`src/rtl/cpu6502_seq_if.sv`:
```
// rtl/cpu6502_seq_if.sv - control/status bundle between the 6502 datapath and its microcode sequencer
interface cpu6502_seq_if #(
  parameter int STATE_W = 6,
  parameter int CYC_W   = 4
);
  logic [7:0]         IR;
  logic               RDY;
  logic               write_back;
  logic               CO;
  logic               store;
  logic               cond_true;
  logic               backwards;
  logic               I_flag;
  logic               nmi;
  logic               irq;
  logic [STATE_W-1:0] outstate;
  logic               sync;
  logic [1:0]         vec_sel;
  logic [CYC_W-1:0]   cyc_cnt;

  modport master (
    output IR, RDY, write_back, CO, store, cond_true, backwards, I_flag, nmi, irq,
    input  outstate, sync, vec_sel, cyc_cnt
  );

  modport slave (
    input  IR, RDY, write_back, CO, store, cond_true, backwards, I_flag, nmi, irq,
    output outstate, sync, vec_sel, cyc_cnt
  );
endinterface

```
`src/rtl/cpu6502_seq.sv`:
```
// rtl/cpu6502_seq.sv - 6502 microcode sequencer with interrupt entry and optional 65C02 decode
// Macro FSM_CYCCNT_EN enables the per-instruction cycle counter on cyc_cnt.
module cpu6502_seq #(
  parameter int CMOS    = 0,
  parameter int STATE_W = 6,
  parameter int CYC_W   = 4
) (
  input logic          clk,
  input logic          reset_n,
  cpu6502_seq_if.slave bus
);

  localparam logic [STATE_W-1:0] S_DECODE = STATE_W'(0);
  localparam logic [STATE_W-1:0] S_REG    = STATE_W'(1);
  localparam logic [STATE_W-1:0] S_ZP0    = STATE_W'(2);
  localparam logic [STATE_W-1:0] S_ZPX0   = STATE_W'(3);
  localparam logic [STATE_W-1:0] S_ZPX1   = STATE_W'(4);
  localparam logic [STATE_W-1:0] S_ABS0   = STATE_W'(5);
  localparam logic [STATE_W-1:0] S_ABS1   = STATE_W'(6);
  localparam logic [STATE_W-1:0] S_ABSX0  = STATE_W'(7);
  localparam logic [STATE_W-1:0] S_ABSX1  = STATE_W'(8);
  localparam logic [STATE_W-1:0] S_ABSX2  = STATE_W'(9);
  localparam logic [STATE_W-1:0] S_INDX0  = STATE_W'(10);
  localparam logic [STATE_W-1:0] S_INDX1  = STATE_W'(11);
  localparam logic [STATE_W-1:0] S_INDX2  = STATE_W'(12);
  localparam logic [STATE_W-1:0] S_INDX3  = STATE_W'(13);
  localparam logic [STATE_W-1:0] S_INDY0  = STATE_W'(14);
  localparam logic [STATE_W-1:0] S_INDY1  = STATE_W'(15);
  localparam logic [STATE_W-1:0] S_INDY2  = STATE_W'(16);
  localparam logic [STATE_W-1:0] S_INDY3  = STATE_W'(17);
  localparam logic [STATE_W-1:0] S_READ   = STATE_W'(18);
  localparam logic [STATE_W-1:0] S_WRITE  = STATE_W'(19);
  localparam logic [STATE_W-1:0] S_FETCH  = STATE_W'(20);
  localparam logic [STATE_W-1:0] S_PUSH0  = STATE_W'(21);
  localparam logic [STATE_W-1:0] S_PUSH1  = STATE_W'(22);
  localparam logic [STATE_W-1:0] S_PULL0  = STATE_W'(23);
  localparam logic [STATE_W-1:0] S_PULL1  = STATE_W'(24);
  localparam logic [STATE_W-1:0] S_PULL2  = STATE_W'(25);
  localparam logic [STATE_W-1:0] S_JSR0   = STATE_W'(26);
  localparam logic [STATE_W-1:0] S_JSR1   = STATE_W'(27);
  localparam logic [STATE_W-1:0] S_JSR2   = STATE_W'(28);
  localparam logic [STATE_W-1:0] S_JSR3   = STATE_W'(29);
  localparam logic [STATE_W-1:0] S_RTI0   = STATE_W'(30);
  localparam logic [STATE_W-1:0] S_RTI1   = STATE_W'(31);
  localparam logic [STATE_W-1:0] S_RTI2   = STATE_W'(32);
  localparam logic [STATE_W-1:0] S_RTI3   = STATE_W'(33);
  localparam logic [STATE_W-1:0] S_RTI4   = STATE_W'(34);
  localparam logic [STATE_W-1:0] S_RTS0   = STATE_W'(35);
  localparam logic [STATE_W-1:0] S_RTS1   = STATE_W'(36);
  localparam logic [STATE_W-1:0] S_RTS2   = STATE_W'(37);
  localparam logic [STATE_W-1:0] S_RTS3   = STATE_W'(38);
  localparam logic [STATE_W-1:0] S_BRK0   = STATE_W'(39);
  localparam logic [STATE_W-1:0] S_BRK1   = STATE_W'(40);
  localparam logic [STATE_W-1:0] S_BRK2   = STATE_W'(41);
  localparam logic [STATE_W-1:0] S_BRK3   = STATE_W'(42);
  localparam logic [STATE_W-1:0] S_BRA0   = STATE_W'(43);
  localparam logic [STATE_W-1:0] S_BRA1   = STATE_W'(44);
  localparam logic [STATE_W-1:0] S_BRA2   = STATE_W'(45);
  localparam logic [STATE_W-1:0] S_JMP0   = STATE_W'(46);
  localparam logic [STATE_W-1:0] S_JMP1   = STATE_W'(47);
  localparam logic [STATE_W-1:0] S_JMPI0  = STATE_W'(48);
  localparam logic [STATE_W-1:0] S_JMPI1  = STATE_W'(49);
  localparam logic [STATE_W-1:0] S_ZPI0   = STATE_W'(50);
  localparam logic [STATE_W-1:0] S_ZPI1   = STATE_W'(51);

  logic [STATE_W-1:0] state, state_nxt;
  logic [1:0]         vec_q, vec_nxt;
  logic               nmi_q, nmi_pend, take_nmi;

  // First match wins; the 65C02 opcodes are checked ahead of the NMOS columns.
  function automatic logic [STATE_W-1:0] decode_op(input logic [7:0] op);
    logic [STATE_W-1:0] s;
    if      (CMOS != 0 && op == 8'h80)                   s = S_BRA0;
    else if (CMOS != 0 && (op == 8'h5A || op == 8'hDA))  s = S_PUSH0;
    else if (CMOS != 0 && (op == 8'h7A || op == 8'hFA))  s = S_PULL0;
    else if (CMOS != 0 && (op ==? 8'b???1_0010))         s = S_ZPI0;
    else if (op == 8'h00)                                s = S_BRK0;
    else if (op == 8'h20)                                s = S_JSR0;
    else if (op == 8'h2C)                                s = S_ABS0;
    else if (op == 8'h40)                                s = S_RTI0;
    else if (op == 8'h4C)                                s = S_JMP0;
    else if (op == 8'h60)                                s = S_RTS0;
    else if (op == 8'h6C)                                s = S_JMPI0;
    else if (op ==? 8'b0?00_1000)                        s = S_PUSH0;
    else if (op ==? 8'b0?10_1000)                        s = S_PULL0;
    else if (op ==? 8'b0??1_1000)                        s = S_REG;
    else if (op ==? 8'b1??0_00?0)                        s = S_FETCH;
    else if (op ==? 8'b1??0_1100)                        s = S_ABS0;
    else if (op ==? 8'b1???_1000)                        s = S_REG;
    else if (op ==? 8'b???0_0001)                        s = S_INDX0;
    else if (op ==? 8'b???0_01??)                        s = S_ZP0;
    else if (op ==? 8'b???0_1001)                        s = S_FETCH;
    else if (op ==? 8'b???0_1101 || op ==? 8'b???0_1110) s = S_ABS0;
    else if (op ==? 8'b???1_0000)                        s = S_BRA0;
    else if (op ==? 8'b???1_0001)                        s = S_INDY0;
    else if (op ==? 8'b???1_01??)                        s = S_ZPX0;
    else if (op ==? 8'b???1_1001)                        s = S_ABSX0;
    else if (op ==? 8'b???1_11??)                        s = S_ABSX0;
    else if (op ==? 8'b????_1010)                        s = S_REG;
    else                                                 s = S_DECODE;
    return s;
  endfunction

  always_ff @(posedge clk or negedge reset_n) begin
    if (!reset_n) begin
      state    <= S_BRK0;
      vec_q    <= 2'd3;
      nmi_q    <= 1'b0;
      nmi_pend <= 1'b0;
    end else begin
      state    <= state_nxt;
      vec_q    <= vec_nxt;
      nmi_q    <= bus.nmi;
      // A fresh edge in the consuming cycle keeps the request pending.
      nmi_pend <= (bus.nmi & ~nmi_q) | (nmi_pend & ~take_nmi);
    end
  end

  always_comb begin
    state_nxt = state;
    vec_nxt   = vec_q;
    take_nmi  = 1'b0;
    if (bus.RDY) begin
      case (state)
        S_DECODE: begin
          if (nmi_pend) begin
            state_nxt = S_BRK0;
            vec_nxt   = 2'd2;
            take_nmi  = 1'b1;
          end else if (bus.irq && !bus.I_flag) begin
            state_nxt = S_BRK0;
            vec_nxt   = 2'd1;
          end else begin
            state_nxt = decode_op(bus.IR);
            if (bus.IR == 8'h00) vec_nxt = 2'd0;
          end
        end
        S_ZP0, S_ZPX1, S_ABS1, S_ABSX2:
          state_nxt = bus.write_back ? S_READ : S_FETCH;
        S_ZPX0:  state_nxt = S_ZPX1;
        S_ABS0:  state_nxt = S_ABS1;
        S_ABSX0: state_nxt = S_ABSX1;
        S_ABSX1: state_nxt = (bus.CO | bus.store | bus.write_back) ? S_ABSX2 : S_FETCH;
        S_INDX0: state_nxt = S_INDX1;
        S_INDX1: state_nxt = S_INDX2;
        S_INDX2: state_nxt = S_INDX3;
        S_INDX3: state_nxt = S_FETCH;
        S_INDY0: state_nxt = S_INDY1;
        S_INDY1: state_nxt = S_INDY2;
        S_INDY2: state_nxt = (bus.CO | bus.store) ? S_INDY3 : S_FETCH;
        S_INDY3: state_nxt = S_FETCH;
        S_READ:  state_nxt = S_WRITE;
        S_WRITE: state_nxt = S_FETCH;
        S_FETCH, S_REG: state_nxt = S_DECODE;
        S_PUSH0: state_nxt = S_PUSH1;
        S_PUSH1: state_nxt = S_DECODE;
        S_PULL0: state_nxt = S_PULL1;
        S_PULL1: state_nxt = S_PULL2;
        S_PULL2: state_nxt = S_DECODE;
        S_JSR0:  state_nxt = S_JSR1;
        S_JSR1:  state_nxt = S_JSR2;
        S_JSR2:  state_nxt = S_JSR3;
        S_JSR3:  state_nxt = S_FETCH;
        S_RTI0:  state_nxt = S_RTI1;
        S_RTI1:  state_nxt = S_RTI2;
        S_RTI2:  state_nxt = S_RTI3;
        S_RTI3:  state_nxt = S_RTI4;
        S_RTI4:  state_nxt = S_DECODE;
        S_RTS0:  state_nxt = S_RTS1;
        S_RTS1:  state_nxt = S_RTS2;
        S_RTS2:  state_nxt = S_RTS3;
        S_RTS3:  state_nxt = S_FETCH;
        S_BRK0:  state_nxt = S_BRK1;
        S_BRK1:  state_nxt = S_BRK2;
        S_BRK2:  state_nxt = S_BRK3;
        S_BRK3:  state_nxt = S_JMP0;
        S_BRA0:  state_nxt = bus.cond_true ? S_BRA1 : S_DECODE;
        S_BRA1:  state_nxt = (bus.CO ^ bus.backwards) ? S_BRA2 : S_DECODE;
        S_BRA2:  state_nxt = S_DECODE;
        S_JMP0:  state_nxt = S_JMP1;
        S_JMP1:  state_nxt = S_DECODE;
        S_JMPI0: state_nxt = S_JMPI1;
        S_JMPI1: state_nxt = S_JMP0;
        S_ZPI0:  state_nxt = S_ZPI1;
        S_ZPI1:  state_nxt = S_FETCH;
        default: state_nxt = S_DECODE;
      endcase
    end
  end

  always_comb begin
    bus.outstate = state;
    bus.sync     = (state == S_DECODE);
    bus.vec_sel  = vec_q;
  end

`ifdef FSM_CYCCNT_EN
  logic [CYC_W-1:0] cyc_q;

  // Entering DECODE zeroes the count, so the first cycle after DECODE reads 1.
  always_ff @(posedge clk or negedge reset_n) begin
    if (!reset_n) begin
      cyc_q <= '0;
    end else if (bus.RDY) begin
      if (state_nxt == S_DECODE) cyc_q <= '0;
      else if (!(&cyc_q))        cyc_q <= cyc_q + CYC_W'(1);
    end
  end

  assign bus.cyc_cnt = cyc_q;
`else
  assign bus.cyc_cnt = {CYC_W{1'b0}};
`endif

endmodule
```
`src/flat_wrapper.sv`:
```
// flat-port wrapper written by rule: the top's interface ports become plain ports
module cpu6502_seq_flat 
#(
  parameter int CMOS    = 0,
  parameter int STATE_W = 6,
  parameter int CYC_W   = 4
)
  (clk, reset_n, bus_IR, bus_RDY, bus_write_back, bus_CO, bus_store, bus_cond_true, bus_backwards, bus_I_flag, bus_nmi, bus_irq, bus_outstate, bus_sync, bus_vec_sel, bus_cyc_cnt);
  cpu6502_seq_if #(.STATE_W(STATE_W), .CYC_W(CYC_W)) bus_i ();
  input logic clk;
  input logic reset_n;
  input wire logic [$bits(bus_i.IR)-1:0] bus_IR;
  input wire logic [$bits(bus_i.RDY)-1:0] bus_RDY;
  input wire logic [$bits(bus_i.write_back)-1:0] bus_write_back;
  input wire logic [$bits(bus_i.CO)-1:0] bus_CO;
  input wire logic [$bits(bus_i.store)-1:0] bus_store;
  input wire logic [$bits(bus_i.cond_true)-1:0] bus_cond_true;
  input wire logic [$bits(bus_i.backwards)-1:0] bus_backwards;
  input wire logic [$bits(bus_i.I_flag)-1:0] bus_I_flag;
  input wire logic [$bits(bus_i.nmi)-1:0] bus_nmi;
  input wire logic [$bits(bus_i.irq)-1:0] bus_irq;
  output wire logic [$bits(bus_i.outstate)-1:0] bus_outstate;
  output wire logic [$bits(bus_i.sync)-1:0] bus_sync;
  output wire logic [$bits(bus_i.vec_sel)-1:0] bus_vec_sel;
  output wire logic [$bits(bus_i.cyc_cnt)-1:0] bus_cyc_cnt;
  assign bus_i.IR = bus_IR;
  assign bus_i.RDY = bus_RDY;
  assign bus_i.write_back = bus_write_back;
  assign bus_i.CO = bus_CO;
  assign bus_i.store = bus_store;
  assign bus_i.cond_true = bus_cond_true;
  assign bus_i.backwards = bus_backwards;
  assign bus_i.I_flag = bus_I_flag;
  assign bus_i.nmi = bus_nmi;
  assign bus_i.irq = bus_irq;
  assign bus_outstate = bus_i.outstate;
  assign bus_sync = bus_i.sync;
  assign bus_vec_sel = bus_i.vec_sel;
  assign bus_cyc_cnt = bus_i.cyc_cnt;
  cpu6502_seq #(.CMOS(CMOS), .STATE_W(STATE_W), .CYC_W(CYC_W)) u_core (.clk(clk), .reset_n(reset_n), .bus(bus_i));
endmodule
```
`config.mk`:
```
export PLATFORM = sky130hd
export DESIGN_NAME = cpu6502_seq_flat
export DESIGN_NICKNAME = d
export VERILOG_FILES = /design/src/rtl/cpu6502_seq_if.sv /design/src/rtl/cpu6502_seq.sv /design/src/flat_wrapper.sv
export SDC_FILE = /design/constraint.sdc
export NUM_CORES = 1
export LEC_CHECK = 0
export ABC_AREA = 1
export CAP_MARGIN = 5
export CORE_MARGIN = 1.5
export CORE_UTILIZATION = 50
export CTS_BUF_LIST = sky130_fd_sc_hd__clkbuf_16
export CTS_CLUSTER_DIAMETER = 30
export DETAILED_ROUTE_END_ITERATION = 10
export GPL_ROUTABILITY_DRIVEN = 0
export GPL_TIMING_DRIVEN = 0
export PLACE_DENSITY = 0.8
export SLEW_MARGIN = 0
export SYNTH_ARGS = -nofsm -noshare
export SYNTH_HDL_FRONTEND = slang
export SYNTH_SLANG_ARGS = --single-unit
```
`constraint.sdc`:
```
create_clock -name clk -period 3.05 [get_ports clk]
set_input_delay 0.915 -clock clk [delete_from_list [all_inputs] [get_ports clk]]
set_output_delay 0.915 -clock clk [all_outputs]
set_load 0.01 [all_outputs]
```
==> impl_results.html, run 1 <==
<table>
<tr><th>Metric</th><th>Value</th></tr>
<tr><th colspan="2">Clock tree</th></tr>
<tr><td>CTS Sinks</td><td>10</td></tr>
<tr><td>Post CTS Setup Buffer Count</td><td>0</td></tr>
<tr><td>CTS tree</td><td>yes</td></tr>
<tr><td>Resized cells post-CTS</td><td>0</td></tr>
<tr><td>Root Buffer</td><td>sky130_fd_sc_hd__clkbuf_16</td></tr>
<tr><td>H-tree depth reported by CTS</td><td>1</td></tr>
<tr><td>Maximum count of clock buffers along a single path</td><td>2</td></tr>
<tr><td>Hold-fix buffer count after cts</td><td>0</td></tr>
<tr><td>Clk slew on worst S/H paths</td><td>40 ps</td></tr>
<tr><td>Clock latency on the worst-skew pair</td><td>230 ps</td></tr>
<tr><td>Number of clock buffers inserted by TritonCTS</td><td>3</td></tr>
<tr><th colspan="2">Die</th></tr>
<tr><td>Full die area</td><td>3270 um^2</td></tr>
<tr><td>Initial core utilization</td><td>52.9%</td></tr>
<tr><td>Die extent in y</td><td>57.2 um</td></tr>
<tr><td>Horizontal die dimension</td><td>57.2 um</td></tr>
<tr><td>Number of top-level pins</td><td>32</td></tr>
<tr><td>Row count</td><td>19</td></tr>
<tr><td>Area of the core</td><td>2780 um^2</td></tr>
<tr><th colspan="2">Synthesis</th></tr>
<tr><td>Post-synthesis cell area</td><td>1470 um^2</td></tr>
<tr><td>Average cell area after synthesis</td><td>5.61 um^2</td></tr>
<tr><td>Cells after synthesis</td><td>262</td></tr>
<tr><td>Library cells used by synthesis</td><td>38</td></tr>
<tr><td>Register area share after synthesis</td><td>17.5%</td></tr>
<tr><td>FF+latch count, synth</td><td>10</td></tr>
<tr><td>Yosys Warn Count</td><td>0</td></tr>
<tr><th colspan="2">Final layout</th></tr>
<tr><td>Post-route cell area</td><td>1860 um^2</td></tr>
<tr><td>Fraction of layout instances using a drive strength above 1</td><td>14.6%</td></tr>
<tr><td>Net count, final</td><td>315</td></tr>
<tr><td>Diode count</td><td>0</td></tr>
<tr><td>Area overhead of the layout relative to synthesis</td><td>26.5%</td></tr>
<tr><th colspan="2">Power and ir drop</th></tr>
<tr><td>Leak</td><td>0.881 nW</td></tr>
<tr><td>Worst IR Drop VDD</td><td>0.000984 V</td></tr>
<tr><td>Total power divided by cell area</td><td>762 nW/um^2</td></tr>
<tr><th colspan="2">Routing</th></tr>
<tr><td>Number of iterations in the first detailed-routing pass</td><td>5</td></tr>
<tr><td>Starting DRT DRC Count</td><td>128</td></tr>
<tr><td>Detail Route Antenna Nets</td><td>0</td></tr>
<tr><td>Vias post-DR</td><td>1783</td></tr>
<tr><td>DRC viols</td><td>0</td></tr>
<tr><td>Routed Wire Length</td><td>3.97 mm</td></tr>
<tr><td>WL per Instance</td><td>12.2 um</td></tr>
<tr><td>Average vias per placed instance</td><td>5.47</td></tr>
<tr><th colspan="2">Timing</th></tr>
<tr><td>Clock period minus worst slack</td><td>2830 ps</td></tr>
<tr><td>Number of hold-slack violations in the final timing report</td><td>0</td></tr>
<tr><td>Worst Skew</td><td>5.78 ps</td></tr>
<tr><td>Highest Clock Rate</td><td>353 MHz</td></tr>
<tr><td>Final Cycle Share</td><td>92.9%</td></tr>
<tr><td>Final Max Slew Viols</td><td>0</td></tr>
<tr><td>Number of setup violations in the final report</td><td>0</td></tr>
<tr><td>RSZ-0062 raised after global routing</td><td>false</td></tr>
<tr><td>Worst Hold Slack</td><td>444 ps</td></tr>
<tr><td>Final total negative setup slack</td><td>0 ps</td></tr>
<tr><th colspan="2">Place</th></tr>
<tr><td>Total of buffers placed on input and output ports</td><td>26</td></tr>
<tr><td>Area post-placement</td><td>1780 um^2</td></tr>
<tr><td>HPWL Detailed</td><td>3.14 mm</td></tr>
<tr><th colspan="2">Setup path</th></tr>
<tr><td>Max Fanout on Critical Path</td><td>7</td></tr>
<tr><td>Category of the worst setup path launch point</td><td>register</td></tr>
<tr><td>Setup Crit Path Kind</td><td>reg2out</td></tr>
<tr><td>Data arrival time of the critical path</td><td>1920 ps</td></tr>
<tr><td>Endpoint class of the critical path</td><td>output port</td></tr>
<tr><td>Worst EP required</td><td>2130 ps</td></tr>
<tr><th colspan="2">Global routing</th></tr>
<tr><td>Antenna violations before repair</td><td>0</td></tr>
<tr><td>Global-route wire length before repair</td><td>6.82 mm</td></tr>
<tr><td>Via count of the first global-routing pass</td><td>1580</td></tr>
<tr><td>Global-route usage over all layers</td><td>26.2%</td></tr>
<tr><td>Global-route congestion overflow total</td><td>0</td></tr>
<tr><td>Maximum number of pins on one net before global-route repair</td><td>11</td></tr>
<tr><th colspan="2">Hold path</th></tr>
<tr><td>Worst hold-check path type</td><td>reg2reg</td></tr>
<tr><th colspan="2">Run</th></tr>
<tr><td>Max capacitance violation total</td><td>0</td></tr>
<tr><th colspan="2">Run status</th></tr>
<tr><td>Outcome</td><td>completed</td></tr>
</table>
power by group:
part / switching [mW] / internal, mW / leakage, nW
combinational: 0.572 / 0.340 / 0.728
sequential: 0.0650 / 0.213 / 0.111
clock: 0.0557 / 0.171 / 0.0423
total: 0.693 / 0.724 / 0.881
stage by stage:
| step | power [mW] | std cells | util, % | worst slack, ps |
|---|---|---|---|---|
| 2_1_floorplan | 0.883 | 265 | - | 1100 |
| 3_3_place_gp | 1.17 | 322 | 64.0 | 465 |
| 3_5_place_dp | 1.17 | 322 | 64.0 | 455 |
| 4_1_cts | 1.41 | 326 | 66.8 | 244 |
| 5_1_grt | 1.54 | 326 | 66.8 | 113 |
| 6_report | 1.42 | 326 | 66.8 | 217 |
cell usage after synthesis:
library cell,count,area share (%)
sky130_fd_sc_hd__dfrtp_1,4,6.8
sky130_fd_sc_hd__inv_2,6,1.5
sky130_fd_sc_hd__o21ai_0,12,4.1
sky130_fd_sc_hd__xnor2_1,1,0.60
sky130_fd_sc_hd__o2111a_1,1,0.77
sky130_fd_sc_hd__nor4_1,2,0.85
sky130_fd_sc_hd__and2_1,1,0.43
sky130_fd_sc_hd__nand2_4,1,0.77
sky130_fd_sc_hd__nor2_2,5,2.1
sky130_fd_sc_hd__a21oi_2,1,0.60
sky130_fd_sc_hd__buf_4,6,3.1
sky130_fd_sc_hd__a21oi_1,3,1.0
sky130_fd_sc_hd__nor2_4,4,3.1
sky130_fd_sc_hd__dfstp_2,6,11
sky130_fd_sc_hd__nand3_2,1,0.68
sky130_fd_sc_hd__nand2_1,73,19
sky130_fd_sc_hd__inv_4,1,0.43
sky130_fd_sc_hd__clkbuf_2,1,0.34
sky130_fd_sc_hd__inv_1,27,6.9
sky130_fd_sc_hd__o22ai_1,1,0.43
sky130_fd_sc_hd__and2_4,1,0.60
sky130_fd_sc_hd__buf_2,1,0.34
sky130_fd_sc_hd__o22ai_2,1,0.85
sky130_fd_sc_hd__o21bai_1,1,0.51
sky130_fd_sc_hd__nand3_1,19,6.5
sky130_fd_sc_hd__a211oi_1,1,0.51
sky130_fd_sc_hd__o21ai_1,2,0.68
sky130_fd_sc_hd__or2_2,1,0.43
sky130_fd_sc_hd__nand3b_1,1,0.51
sky130_fd_sc_hd__nor3_1,14,4.8
sky130_fd_sc_hd__nand4_1,10,4.3
sky130_fd_sc_hd__o211ai_1,2,1.0
sky130_fd_sc_hd__conb_1,1,0.26
sky130_fd_sc_hd__and3_1,2,0.85
sky130_fd_sc_hd__nor3_2,2,1.4
sky130_fd_sc_hd__o21ai_2,2,1.2
sky130_fd_sc_hd__o2111ai_1,1,0.60
sky130_fd_sc_hd__nor2_1,43,11
registers in the layout, summed over array words and instances (netlist names):
signal and cells:
u_core.bus.outstate 6, u_core.nmi_pend 1, u_core.bus.vec_sel 2, u_core.nmi_q 1
per-layer routing:
metal	global-route usage (%)	routed length (um)	vias to the layer above
met5	0	0	-
met4	3.99	34	0
li1	-	-	913
met2	44.3	1910	94
met1	35.1	1670	768
met3	5.67	351	8
cells by family after synthesis:
| logic type | count (synthesis) | synth area share [%] |
|---|---|---|
| simple gates | 180 | 56.8 |
| buf+inv | 42 | 12.6 |
| compound gates | 28 | 12.3 |
| flops | 10 | 17.5 |
| xor+xnor | 1 | 0.596 |
| other cells | 1 | 0.255 |
cell type report:
type	instances	area, um^2
Timing Repair Buffer	26	260
Buffer	8	55.1
Tap cell	31	38.8
Clock inverter	1	3.75
Inverter	34	130
Multi-Input combinational cell	213	1040
Clock buffer	3	75.1
Sequential cell	10	258
Fill cell	265	922
critical path: stages, from the launching register on:
cell and delay [ps]:
sky130_fd_sc_hd__dfrtp_1 430, sky130_fd_sc_hd__nor2_2 310, sky130_fd_sc_hd__nand2_1 200, sky130_fd_sc_hd__nor2_4 190
sky130_fd_sc_hd__clkdlybuf4s50_1 570
placed cells by master, fill, tap and decap left out, types with 2 or more instances in the layout:
| master | instances |
|---|---|
| sky130_fd_sc_hd__o21ai_0 | 12 |
| sky130_fd_sc_hd__o211ai_1 | 2 |
| sky130_fd_sc_hd__o21ai_2 | 2 |
| sky130_fd_sc_hd__dfrtp_1 | 4 |
| sky130_fd_sc_hd__nor4_1 | 2 |
| sky130_fd_sc_hd__buf_4 | 6 |
| sky130_fd_sc_hd__nor3_2 | 2 |
| sky130_fd_sc_hd__nor2_1 | 43 |
| sky130_fd_sc_hd__conb_1 | 4 |
| sky130_fd_sc_hd__clkbuf_16 | 3 |
| sky130_fd_sc_hd__inv_2 | 6 |
| sky130_fd_sc_hd__dfstp_2 | 6 |
| sky130_fd_sc_hd__o21ai_1 | 2 |
| sky130_fd_sc_hd__clkdlybuf4s50_1 | 26 |
| sky130_fd_sc_hd__nand2_1 | 73 |
| sky130_fd_sc_hd__inv_1 | 28 |
| sky130_fd_sc_hd__nand4_1 | 10 |
| sky130_fd_sc_hd__a21oi_1 | 3 |
| sky130_fd_sc_hd__nor2_4 | 4 |
| sky130_fd_sc_hd__nand3_1 | 19 |
| sky130_fd_sc_hd__nor3_1 | 14 |
| sky130_fd_sc_hd__nor2_2 | 5 |
| sky130_fd_sc_hd__and3_1 | 2 |
worst paths after layout:
check	end	slack [ps]	startpoint	cells after the start
setup / recovery	bus_sync	220	u_core.bus.outstate[3]	4
hold / removal	u_core.nmi_pend	440	u_core.nmi_q	1
setup reg to reg	u_core.bus.outstate[3]	1190	u_core.bus.outstate[0]	10
hold reg to reg	u_core.nmi_pend	440	u_core.nmi_q	1
max in group asynchronous	u_core.bus.outstate[2]	1720	reset_n	1
min in group asynchronous	u_core.bus.outstate[4]	1000	reset_n	1
Note: power is estimated with default switching activity, not from simulation.
==> inputs of run 2 (changes only) <==
Settings changed: CORE_UTILIZATION 50 to 55, PLACE_DENSITY 0.8 to 0.87.
==> impl_results.html, run 2 (synthesis results as in run 1) <==
<table>
<tr><th>Metric</th><th>Value</th></tr>
<tr><th colspan="2">Timing</th></tr>
<tr><td>Final WS setup</td><td>236 ps (was 217 ps)</td></tr>
<tr><td>Final Cycle Share</td><td>92.3% (was 92.9%)</td></tr>
<tr><td>Worst Skew</td><td>0.511 ps (was 5.78 ps)</td></tr>
<tr><td>RSZ-0062 raised after global routing</td><td>false (unchanged)</td></tr>
<tr><td>Final Max Slew Viols</td><td>0 (unchanged)</td></tr>
<tr><td>Number of setup violations in the final report</td><td>0 (unchanged)</td></tr>
<tr><td>Final total negative setup slack</td><td>0 ps (unchanged)</td></tr>
<tr><td>Highest Clock Rate</td><td>355 MHz (was 353 MHz)</td></tr>
<tr><td>Clock period minus worst slack</td><td>2810 ps (was 2830 ps)</td></tr>
<tr><td>Number of hold-slack violations in the final timing report</td><td>0 (unchanged)</td></tr>
<tr><th colspan="2">Clock tree</th></tr>
<tr><td>Clk slew on worst S/H paths</td><td>40 ps (about the same)</td></tr>
<tr><td>Clock latency on the worst-skew pair</td><td>240 ps (was 230 ps)</td></tr>
<tr><td>CTS Sinks</td><td>10 (unchanged)</td></tr>
<tr><td>Root Buffer</td><td>sky130_fd_sc_hd__clkbuf_16 (unchanged)</td></tr>
<tr><td>Resized cells post-CTS</td><td>0 (unchanged)</td></tr>
<tr><td>Hold-fix buffer count after cts</td><td>0 (unchanged)</td></tr>
<tr><td>Number of clock buffers inserted by TritonCTS</td><td>3 (unchanged)</td></tr>
<tr><td>H-tree depth reported by CTS</td><td>1 (unchanged)</td></tr>
<tr><td>Maximum count of clock buffers along a single path</td><td>2 (unchanged)</td></tr>
<tr><td>Post CTS Setup Buffer Count</td><td>0 (unchanged)</td></tr>
<tr><td>CTS tree</td><td>yes (unchanged)</td></tr>
<tr><th colspan="2">Hold path</th></tr>
<tr><td>Worst hold-check path type</td><td>reg2reg (unchanged)</td></tr>
<tr><th colspan="2">Routing</th></tr>
<tr><td>Detail Route Antenna Nets</td><td>0 (unchanged)</td></tr>
<tr><td>Starting DRT DRC Count</td><td>79 (was 128)</td></tr>
<tr><td>DRC viols</td><td>0 (unchanged)</td></tr>
<tr><td>Average vias per placed instance</td><td>5.54 (was 5.47)</td></tr>
<tr><td>Routed Wire Length</td><td>3.85 mm (was 3.97 mm)</td></tr>
<tr><td>Vias post-DR</td><td>1802 (was 1783)</td></tr>
<tr><td>WL per Instance</td><td>11.8 um (was 12.2 um)</td></tr>
<tr><td>Number of iterations in the first detailed-routing pass</td><td>4 (was 5)</td></tr>
<tr><th colspan="2">Final layout</th></tr>
<tr><td>Most common library cell in the layout ignoring fill and taps</td><td>sky130_fd_sc_hd__nand2_1 (unchanged)</td></tr>
<tr><td>Diode count</td><td>0 (unchanged)</td></tr>
<tr><td>Post-route insts no fill</td><td>325 (was 326)</td></tr>
<tr><td>Net count, final</td><td>315 (unchanged)</td></tr>
<tr><td>Area overhead of the layout relative to synthesis</td><td>26.4% (was 26.5%)</td></tr>
<tr><td>Fraction of layout instances using a drive strength above 1</td><td>14.6% (unchanged)</td></tr>
<tr><td>Commonest non-fill, non-tap cells in the layout</td><td>sky130_fd_sc_hd__nand2_1 (73), sky130_fd_sc_hd__nor2_1 (43), sky130_fd_sc_hd__inv_1 (27), sky130_fd_sc_hd__clkdlybuf4s50_1 (26), sky130_fd_sc_hd__nand3_1 (19) (was sky130_fd_sc_hd__nand2_1 (73), sky130_fd_sc_hd__nor2_1 (43), sky130_fd_sc_hd__inv_1 (28), sky130_fd_sc_hd__clkdlybuf4s50_1 (26), sky130_fd_sc_hd__nand3_1 (19))</td></tr>
<tr><td>Number of filler instances in the final layout</td><td>221 (was 265)</td></tr>
<tr><td>Combined flip-flop and latch cell area</td><td>258 um^2 (unchanged)</td></tr>
<tr><td>Flip-flop count of the largest register, all copies and words added</td><td>6 (unchanged)</td></tr>
<tr><td>Post-route cell area</td><td>1860 um^2 (about the same)</td></tr>
<tr><td>Area of the multi-input gates</td><td>1040 um^2 (unchanged)</td></tr>
<tr><th colspan="2">Global routing</th></tr>
<tr><td>Maximum number of pins on one net before global-route repair</td><td>11 (unchanged)</td></tr>
<tr><td>Via count of the first global-routing pass</td><td>1534 (was 1580)</td></tr>
<tr><td>Global-route congestion overflow total</td><td>0 (unchanged)</td></tr>
<tr><td>Global-route usage over all layers</td><td>28.5% (was 26.2%)</td></tr>
<tr><td>Global-route wire length before repair</td><td>6.28 mm (was 6.82 mm)</td></tr>
<tr><td>Antenna violations before repair</td><td>0 (unchanged)</td></tr>
<tr><th colspan="2">Setup path</th></tr>
<tr><td>Category of the worst setup path launch point</td><td>register (unchanged)</td></tr>
<tr><td>Setup Crit Path Kind</td><td>reg2out (unchanged)</td></tr>
<tr><td>Endpoint class of the critical path</td><td>output port (unchanged)</td></tr>
<tr><td>Data arrival time of the critical path</td><td>1900 ps (was 1920 ps)</td></tr>
<tr><td>Slowest stage delay, CP</td><td>560 ps (was 570 ps)</td></tr>
<tr><td>CP cell instances</td><td>nor2_2 -&gt; nand2_1 -&gt; nor2_4 -&gt; clkdlybuf4s50_1 (unchanged)</td></tr>
<tr><td>Max Fanout on Critical Path</td><td>7 (unchanged)</td></tr>
<tr><td>Worst path slowest cell</td><td>sky130_fd_sc_hd__clkdlybuf4s50_1 (unchanged)</td></tr>
<tr><td>Worst EP required</td><td>2130 ps (about the same)</td></tr>
<tr><th colspan="2">Die</th></tr>
<tr><td>Full die area</td><td>2990 um^2 (was 3270 um^2)</td></tr>
<tr><td>Area of the core</td><td>2500 um^2 (was 2780 um^2)</td></tr>
<tr><td>Initial core utilization</td><td>58.8% (was 52.9%)</td></tr>
<tr><td>Horizontal die dimension</td><td>54.7 um (was 57.2 um)</td></tr>
<tr><td>Die extent in y</td><td>54.7 um (was 57.2 um)</td></tr>
<tr><td>Row count</td><td>18 (was 19)</td></tr>
<tr><td>Number of top-level pins</td><td>32 (unchanged)</td></tr>
<tr><th colspan="2">Run</th></tr>
<tr><td>Max capacitance violation total</td><td>0 (unchanged)</td></tr>
<tr><th colspan="2">Place</th></tr>
<tr><td>Area post-placement</td><td>1780 um^2 (about the same)</td></tr>
<tr><td>Placed insts</td><td>321 (was 322)</td></tr>
<tr><td>Post-placement setup slack</td><td>467 ps (was 455 ps)</td></tr>
<tr><td>Total of buffers placed on input and output ports</td><td>26 (unchanged)</td></tr>
<tr><td>HPWL Detailed</td><td>3.03 mm (was 3.14 mm)</td></tr>
<tr><th colspan="2">Run status</th></tr>
<tr><td>Outcome</td><td>completed (unchanged)</td></tr>
<tr><th colspan="2">Power and ir drop</th></tr>
<tr><td>Total power divided by cell area</td><td>762 nW/um^2 (about the same)</td></tr>
<tr><td>Total power</td><td>1.42 mW (about the same)</td></tr>
<tr><td>Worst IR Drop VDD</td><td>0.000975 V (was 0.000984 V)</td></tr>
<tr><td>Leak</td><td>0.877 nW (was 0.881 nW)</td></tr>
</table>
[run 2: cell count changes in the layout (fill, tap and decap cells not counted), sizes merged]
| cell | change |
|---|---|
| clkinv | +1 |
| inv | -1 |
[run 2: layout make-up]
| cell class | count | share of cell area [%] |
|---|---|---|
| Buffer | 8 | 2.96 |
| Tap cell | 30 | 2.02 |
| Sequential cell | 10 | 13.9 |
| Clock inverter | 1 | 0.202 |
| Multi-Input combinational cell | 213 | 55.9 |
| Timing Repair Buffer | 26 | 14.0 |
| Inverter | 34 | 7.00 |
| Clock buffer | 3 | 4.04 |
[run 2: where the power goes]
| group | internal (mW) | switching (mW) |
|---|---|---|
| clock network | 0.172 | 0.0635 |
| logic | 0.340 | 0.563 |
| registers | 0.213 | 0.0644 |
[run 2: final timing paths]
kind,start,cells after the start,slack [ps],to
worst max register to register,u_core.bus.outstate[0],10,1160,u_core.bus.outstate[3]
worst min register to register,u_core.nmi_q,1,430,u_core.nmi_pend
max in group asynchronous,reset_n,1,1720,u_core.bus.vec_sel[1]
worst min-delay path,u_core.nmi_q,1,430,u_core.nmi_pend
worst max-delay path,u_core.bus.outstate[3],4,240,bus_sync
min in group asynchronous,reset_n,1,990,u_core.bus.outstate[3]
[run 2: critical path, delay by kind of cell (launching register included)]
family | cells | cell delay (ps)
buffers and inverters | 1 | 560
DFF | 1 | 430
and+or+nand+nor | 3 | 650
[run 2: through the flow]
step | hold slack (ps) | util (%)
after floorplan | 410 | -
after global placement | 415 | 71.2
after detailed placement | 430 | 71.2
after CTS | 433 | 74.3
after global routing | 442 | 74.3
final | 430 | 74.3
[run 2: metal layers]
layer | wire, um | GRT usage [%] | vias to the layer above
met5 | 0 | 0 | -
met2 | 1790 | 52.2 | 99
met3 | 337 | 5.46 | 21
li1 | - | - | 911
met4 | 97 | 5.00 | 0
met1 | 1630 | 34.3 | 771
==> inputs of run 3 (changes only) <==
Settings changed: CTS_CLUSTER_SIZE from default to 16, SETUP_SLACK_MARGIN from default to 0.05.
==> results of run 3 <==
Same layout as run 2: the final DEF is identical, and so are final timing and power.
